<file path="src/rtl/mux2_rr_packet_arbiter_pkg.sv">
// mux_pkg: shared state and channel encodings for the round-robin packet arbiter.
package mux_pkg;
  localparam logic ST_IDLE = 1'b0;
  localparam logic ST_BUSY = 1'b1;
  localparam logic CH0 = 1'b0;
  localparam logic CH1 = 1'b1;
  typedef enum logic {S_IDLE = ST_IDLE, S_BUSY = ST_BUSY} state_t;
endpackage

</file>
<file path="src/rtl/mux2to1.sv">
// mux2to1: single-bit 2:1 multiplexer slice, Y = X[sel].
module mux2to1 (
  input  logic [1:0] X,
  input  logic       sel,
  output logic       Y
);
  assign Y = sel ? X[1] : X[0];
endmodule

</file>
<file path="src/rtl/mux2_rr_packet_arbiter.sv">
// mux2_rr_packet_arbiter: round-robin, packet-locked arbiter driving mux2to1 slices
// into a one-deep registered output stage with valid/ready back-pressure.
module mux2_rr_packet_arbiter
  import mux_pkg::*;
#(
  parameter int DATA_W = 8
) (
  input  logic              clk,
  input  logic              rst_n,
  input  logic [1:0]        in_valid,
  input  logic [1:0]        in_last,
  input  logic [DATA_W-1:0] in_data0,
  input  logic [DATA_W-1:0] in_data1,
  output logic [1:0]        in_ready,
  output logic              sel,
  output logic              out_valid,
  output logic [DATA_W-1:0] out_data,
  output logic              out_src,
  output logic              out_last,
  input  logic              out_ready
);
  state_t state, state_nx;
  logic owner, last_grant, load, cand, acc;
  logic [DATA_W-1:0] mux_out;
  for (genvar i = 0; i < DATA_W; i++) begin : g_slice
    mux2to1 u_mux (.X({in_data1[i], in_data0[i]}), .sel(sel), .Y(mux_out[i]));
  end
  // A locked owner is never pre-empted, even while it stalls.
  always_comb begin
    load = !out_valid | out_ready;
    cand = state == S_BUSY ? owner :
           in_valid == 2'b11 ? ~last_grant :
           in_valid[1] ? CH1 :
           in_valid[0] ? CH0 : last_grant;
    sel = cand;
    in_ready = (load & in_valid[cand]) ? (cand ? 2'b10 : 2'b01) : 2'b00;
    acc = |in_ready;
    state_nx = acc ? (in_last[cand] ? S_IDLE : S_BUSY) : state;
  end
  always_ff @(posedge clk or negedge rst_n) begin
    if (!rst_n) begin
      state <= S_IDLE;
      owner <= CH0;
      last_grant <= CH1;
    end else begin
      state <= state_nx;
      if (acc) begin
        owner <= cand;
        last_grant <= cand;
      end
    end
  end
  always_ff @(posedge clk or negedge rst_n) begin
    if (!rst_n) begin
      out_valid <= 1'b0;
      out_data <= '0;
      out_src <= 1'b0;
      out_last <= 1'b0;
    end else if (acc) begin
      out_valid <= 1'b1;
      out_data <= mux_out;
      out_src <= cand;
      out_last <= in_last[cand];
    end else if (out_ready) begin
      out_valid <= 1'b0;
    end
  end
endmodule

</file>
<file path="config.mk">
export PLATFORM = sky130hd
export DESIGN_NAME = mux2_rr_packet_arbiter
export DESIGN_NICKNAME = d
export VERILOG_FILES = /design/src/rtl/mux2_rr_packet_arbiter_pkg.sv /design/src/rtl/mux2to1.sv /design/src/rtl/mux2_rr_packet_arbiter.sv
export SDC_FILE = /design/constraint.sdc
export NUM_CORES = 1
export LEC_CHECK = 0
export BUFFER_PORTS_ARGS = -buffer_cell sky130_fd_sc_hd__buf_2
export CAP_MARGIN = 25
export CORE_AREA = 2 2 47 49
export DETAILED_ROUTE_END_ITERATION = 10
export DIE_AREA = 0 0 49 51
export GPL_TIMING_DRIVEN = 0
export PLACE_DENSITY = 0.69
export SYNTH_ARGS = -nofsm -noshare
export SYNTH_HDL_FRONTEND = slang
export SYNTH_HIERARCHICAL = 1
export SYNTH_SLANG_ARGS = --single-unit
</file>
<file path="constraint.sdc">
create_clock -name clk -period 2 [get_ports clk]
set_input_delay 0 -clock clk [delete_from_list [all_inputs] [get_ports clk]]
set_output_delay 0 -clock clk [all_outputs]
set_load 0.1 [all_outputs]
</file>
# [After elaboration in Yosys (flattened, before gate mapping)]
# Index checks and enable logic that the tools add are counted.
[totals] regBits=13 in_bits=23 output_inout_bits=14 wordCells=35
[classes] order_cmp=1 eq_ne=1 muxes=21 n_bitwise=3 n_reduce_logical=3
[ops] cell="1-bit two-way mux" n=19
[ops] cell="2-bit two-way mux" n=2
[ops] cell="2-bit equality test, second input constant" n=1
[ops] cell="1-bit by 2-bit less-than comparator with 1-bit output, second input constant" n=1
[ops] cell="2-bit nonzero test" n=1
[ops] cell="2-bit OR reduction" n=1
[ops] cell="1-bit AND" n=1
[ops] cell="1-bit zero test" n=1
[ops] cell="1-bit NOT" n=1
[ops] cell="1-bit bitwise OR" n=1

# [Depth between registers and ports, before layout]
# Gate-level depths: netlist of run 1.
[depth] word_depth=10 depth_mapped=4 mapped_depth_nobuf=4

# [Cells and area by module]
# The synthesis of run 1 kept the hierarchy.
[modules_own_cells] mod="mux2_rr_packet_arbiter" instances=1 cells_each=54 area_per_inst_um2=606.8 seq_area_each_um2=326.6
[modules_own_cells] mod="mux2to1" instances=8 cells_each=1 area_per_inst_um2=15.0 seq_area_each_um2=0.0

# [Worst setup path after synthesis of run 1]
# Ideal clock, no wire load.
[synth_timing] kind="flip-flop to output port" start="register owner" end="output in_ready[0]" arrival_ns=4.875 required_time_ns=2.000 path_slack_ns=-2.875 path_stages_with_launch=4 n_path_buf=0 path_cell_list="dfrtp_1 and2b_2 a31oi_1 nor2_1"
[synth_between] elab_chain_len=5 elab_cells_between_ends=6 classes_between="mux: 5; bitwise: 1"
[synth_rtl] element="from (decl)" line_no="mux2_rr_packet_arbiter.sv:23" text="logic owner, last_grant, load, cand, acc;"
[synth_rtl] element="from (signal assigned)" line_no="mux2_rr_packet_arbiter.sv:48" text="owner <= cand;"
[synth_rtl] element="1-bit two-way mux (*)" line_no="mux2_rr_packet_arbiter.sv:31" text="cand = state == S_BUSY ? owner :"
[synth_rtl] element="net sel" line_no="mux2_rr_packet_arbiter.sv:15" text="output logic sel,"
[synth_rtl] element="1-bit two-way mux (not written as such) (2 in series)" line_no="mux2_rr_packet_arbiter.sv:36" text="in_ready = (load & in_valid[cand]) ? (cand ? 2'b10 : 2'b01) : 2'b00;"
[synth_rtl] element="1-bit AND" line_no="mux2_rr_packet_arbiter.sv:36"
[synth_rtl] element="2-bit two-way mux (*)" line_no="mux2_rr_packet_arbiter.sv:36"
[synth_rtl] element="to (decl)" line_no="mux2_rr_packet_arbiter.sv:14" text="output logic [1:0] in_ready,"
# The timed path passes the listed nets; every way through them passes the cells marked *. The select of a mux whose other input is x is not followed.

# [Final worst setup path of run 1]
[layout_timing] start="register state" end="output sel"
[layout_between] elab_chain_len=1
[layout_rtl] element="from (decl)" line_no="mux2_rr_packet_arbiter.sv:22" text="state_t state, state_nx;"
[layout_rtl] element="from (signal assigned)" line_no="mux2_rr_packet_arbiter.sv:46" text="state <= state_nx;"
[layout_rtl] element="1-bit two-way mux" line_no="mux2_rr_packet_arbiter.sv:31"
[layout_rtl] element="to (decl)" line_no="mux2_rr_packet_arbiter.sv:15"
# Every way passes these cells.

==> results.cfg, run 1 <==
[run_status]
outcome = finished, final reports clean

[synth]
syn-cell-area_um2 = 727
ys_types = 21
avgSynthCellArea_um2 = 11.7
synthArstFlopShare = 1.00
synth_top_family_by_area = multiplexers
synth_commonest_cells = 12 x dfrtp_1, 8 x mux2_2, 8 x mux2_4, 5 x a21oi_1
synth_seq_area_share = 0.449
ys_ff_latch = 13
synthXorXnorAreaFrac = 0
synth-simple-area-share = 0.145
synthMuxAreaShare = 0.289
synth_compound_area_frac = 0.107
ys.flop_type = dfrtp_1
synth_nets = 85
yosysWarnings = 6
synth.top_cells.by_area = dfrtp_1 41%, mux2_4 17%, mux2_2 12%
synthesis.instances = 62
synth_edf_count = 0
yosys.area.top_type = dfrtp_1
synth.most_common_cell = dfrtp_1
netlist.area_leader.share = 0.413
synth_adder_area_share = 0

[critical_path]
crit_buf_inv = 1
setup.worst_path.start = state
r2r-start = state
worst_setup_path_start_kind = register
max_stage_delay_ps = 460
crit_type = register to primary output
cp.arrival_ps = 1900
crit_family = flip-flops
cp_max_fo = 10
cp-end-kind = primary output
worstPathCellList = and2b_2 > a31oi_4 > clkbuf_4
slowest_stage = dfrtp_1
required_ps = 2000

[grt]
antenna_found_initial = 0
grt_max_degree = 14
grt_first_pass_wirelength_um = 2740
grt.overflow.total = 0
grt_use_total = 0.139
grt_pass1_vias = 609

[sta]
tns_ps = 0
rsz0062_at_grt = no
hold_slack_ps = 63.5
timing.fmax_mhz = 527
fin_crit_sh = 0.948
setup_violations = 0
worstMarginPinSlew_ps = 601
clock-skew-final_ps = 4.78
fin_ws_ps = 103
slew_headroom = 0.598
period_needed_ps = 1900
hold_violations = 0
slew_violations = 0

[routing]
drtIter0Drc = 7
routed_wl_um = 1520
wire_per_inst_um = 11.5
vias = 625
antenna_left = 0
viasPerCell = 4.73
route.detailed.drc = 0
firstDrtPassIters = 4

[placed_design]
place_congestion = 0.796
port_buffers = 36
hpwl_um = 1140
place_ws_ps = 125

[clocking]
cts_made_buffers = 3
cts.reportedPaths.clkPinSlew_ps = 80
cts_setup_buffers = 0
worst_skew_pair.late_latency_ps = 260
root_buffer = clkbuf_4
clk_path_buf_depth = 2
cts_max_level = 1
cts_tree = done
clock-sinks = 13

[worst_hold_path]
holdCritPathClass = primary input to register
hp-start = in_valid[1]

[final_layout]
nets = 128
fill_cells = 204
n_antenna_cell = 0
drive_gt1_frac = 0.606
area_growth_pct = 43.4
final_util = 0.505

[die]
start_util = 0.352
die_w_um = 49
dieHeight_um = 51
std_cell_rows = 17
core_area_um2 = 2060
num_io_pins = 37
die_area_um2 = 2500

[job]
cap_violations = 0
worst reg2reg max path, cell delays in order (launching register included):
cell     delay, ps
dfrtp_1        460
and2b_2        260
a31oi_4        450
mux2_4         350
mux2_4         260
cells in the final DEF (no fill, tap or decap):
| master | synthesis | routed |
|---|---|---|
| o21bai_1 | 1 | 1 |
| nor3_4 | 1 | 1 |
| o21ai_0 | 2 | 2 |
| mux2_4 | 8 | 16 |
| and2b_1 | 1 | 1 |
| nand2b_2 | 1 | 1 |
| and2b_2 | 1 | 1 |
| a21oi_2 | 1 | 1 |
| dfrtp_1 | 12 | 11 |
| clkbuf_1 | 0 | 1 |
| a21oi_1 | 5 | 5 |
| a31oi_1 | 2 | 1 |
| dfrtp_4 | 0 | 1 |
| nand3_1 | 1 | 1 |
| o211ai_1 | 1 | 1 |
| nand2_1 | 4 | 4 |
| o22ai_1 | 1 | 1 |
| clkbuf_4 | 0 | 4 |
| dlygate4sd3_1 | 0 | 2 |
| nand2b_1 | 3 | 3 |
| nor2_1 | 4 | 3 |
| inv_1 | 2 | 2 |
| dfstp_2 | 1 | 1 |
| buf_2 | 0 | 35 |
| nor2_2 | 0 | 1 |
| nor3_1 | 2 | 2 |
| a31oi_4 | 0 | 1 |
final cells by class:
class,count,area (um2),area share
Timing Repair Buffer,38,203,0.194
Multi-Input combinational cell,47,440,0.423
Inverter,2,7.51,0.00720
Sequential cell,13,330,0.317
Clock buffer,4,26.3,0.0252
Tap cell,28,35.0,0.0336
state kept, by name (all words and copies together) (netlist names):
signal	flops
out_last	1
last_grant	1
out_valid	1
owner	1
state	1
out_data	8
logic make-up after synthesis:
| kind of cell | Yosys count |
|---|---|
| and+or+nand+nor | 18 |
| muxes | 16 |
| AOI/OAI and AO/OA | 13 |
| DFF | 13 |
| buffers and inverters | 2 |
timing repair:
action,in CTS,in global routing
hold buffers,2,0
endpoints found under the hold margin,14,0
setup endpoints to repair,0,1
gates resized for setup,0,1
metrics by stage:
stage	cell area [um2]	instances
finish	1040	132
floorplan	778	62
global route	1040	132
CTS	1040	132
global placement	993	126
detailed placement	993	126
worst paths after layout:
kind,end,slack (ps),cells after the start
worst max-delay path,sel,100,3
worst min-delay path,last_grant,60,3
worst max register to register,out_data[1],110,4
worst min register to register,out_data[4],510,1
max in group asynchronous,last_grant,1570,2
min in group asynchronous,out_data[6],150,2
per-layer routing:
layer | GRT usage | vias up | wire, um
met4 | 0.0143 | 0 | 0
met5 | 0 | - | 0
met3 | 0.0322 | 0 | 102
met1 | 0.199 | 288 | 745
li1 | - | 310 | -
met2 | 0.224 | 27 | 675
Power of run 1 is left out: the tool's default activity adds up to more than one toggle a clock period on the data nets, which glitch-free logic cannot reach.
==> run 2: changes to the inputs <==
--- a/config.mk
+++ b/config.mk
@@ -12,6 +12,7 @@
 export DIE_AREA = 0 0 49 51
 export GPL_TIMING_DRIVEN = 0
 export PLACE_DENSITY = 0.69
+export RECOVER_POWER = 50
 export SYNTH_ARGS = -nofsm -noshare
 export SYNTH_HDL_FRONTEND = slang
 export SYNTH_HIERARCHICAL = 1
==> results.cfg, run 2 (synthesis gave the netlist of run 1 again) <==
[placed_design]
placed_area_um2 = 993
place_congestion = 0.796
place_ws_ps = 125
hpwl_um = 1140
port_buffers = 36
dp.cells = 126

[final_layout]
seq_area_um2 = 330
mostFrequentLayoutCells = 28 x buf_2, 16 x mux2_4, 11 x dfrtp_1
area_growth_pct = 42.2
multi_input_area_um2 = 440
nets = 128
final_cell_area_um2 = 1030
final_common_cell = buf_2
final_cell_count_no_fill = 132
top_register = out_data
largest_reg_flops = 8
drive_gt1_frac = 0.538
fill_cells = 210
n_antenna_cell = 0

[sta]
hold_slack_ps = 63.5
setup_violations = 0
fin_ws_ps = 105
period_needed_ps = 1900
hold_violations = 0
slew_headroom = 0.208
timing.fmax_mhz = 528
fin_crit_sh = 0.948
slew_violations = 0
clock-skew-final_ps = 4.78
rsz0062_at_grt = no
worstMarginPinSlew_ps = 1190

[critical_path]
required_ps = 2000
crit_type = register to primary output
worst_setup_path_start_kind = register
cp.arrival_ps = 1900
cp-end-kind = primary output
cp_max_fo = 10

[routing]
firstDrtPassIters = 4
antenna_left = 0
wire_per_inst_um = 11.6
routed_wl_um = 1540
drtIter0Drc = 6
vias = 623
route.detailed.drc = 0
viasPerCell = 4.72

[clocking]
cts_made_buffers = 3
worst_skew_pair.late_latency_ps = 260
cts_max_level = 1
root_buffer = clkbuf_4
clk_path_buf_depth = 2
cts.reportedPaths.clkPinSlew_ps = 80
cts_tree = done
clock-sinks = 13

[grt]
grt_pass1_vias = 609
grt_use_total = 0.139
grt.overflow.total = 0
grt_max_degree = 14
antenna_found_initial = 0
grt_first_pass_wirelength_um = 2740

[job]
cap_violations = 0

[worst_hold_path]
holdCritPathClass = primary input to register

[die]
start_util = 0.352
num_io_pins = 37
std_cell_rows = 17
core_area_um2 = 2060
dieHeight_um = 51
die_area_um2 = 2500
die_w_um = 49

[run_status]
outcome = finished, final reports clean
run 2: changes by cell type in the layout (fill, tap and decap cells not counted), sizes merged:
cell | previous run | this run
buf | 35 | 28
clkbuf | 5 | 12
run 2: final cells by class:
cell class / instances / area share
clock buffers: 4 / 0.0254
flip-flops and latches: 13 / 0.320
well taps: 28 / 0.0339
multi-input cells: 47 / 0.426
inverters: 2 / 0.00726
repair buffers: 38 / 0.188
run 2: worst paths after layout:
check                      slack [ps]        start           to  cells after the start
setup / recovery                  100        state          sel                      3
hold / removal                     60  in_valid[1]   last_grant                      3
setup reg to reg                  110        state  out_data[3]                      4
hold reg to reg                   510  out_data[0]  out_data[0]                      1
max in group asynchronous        1220        rst_n        owner                      2
min in group asynchronous         280        rst_n  out_data[6]                      2
run 2: metrics by stage:
| stage | util | setup TNS [ps] |
|---|---|---|
| 6_report | 0.501 | 0 |
| 5_1_grt | 0.501 | 0 |
| 3_5_place_dp | 0.482 | 0 |
| 3_3_place_gp | 0.482 | 0 |
| 4_1_cts | 0.504 | 0 |
| 2_1_floorplan | - | -4160 |
run 2: worst max-delay path, stage by stage, from the launching register on:
cell,delay (ps)
dfrtp_1,460
and2b_2,260
a31oi_4,450
clkbuf_4,450
run 2: timing repair:
item / 4_1_cts / 5_1_grt
hold endpoints to repair: 14 / 0
hold buffers: 2 / 0
buffers inserted: 0 / 0
gates resized for setup: 0 / 1
endpoints found under the setup margin: 0 / 1
run 2: per-layer routing:
| layer | global-route usage | part of all wire | vias up |
|---|---|---|---|
| li1 | - | - | 310 |
| met1 | 0.199 | 0.49 | 286 |
| met2 | 0.224 | 0.44 | 27 |
| met3 | 0.0322 | 0.071 | 0 |
| met4 | 0.0143 | 0 | 0 |
| met5 | 0 | 0 | - |
Power of run 2 is left out for the same reason.
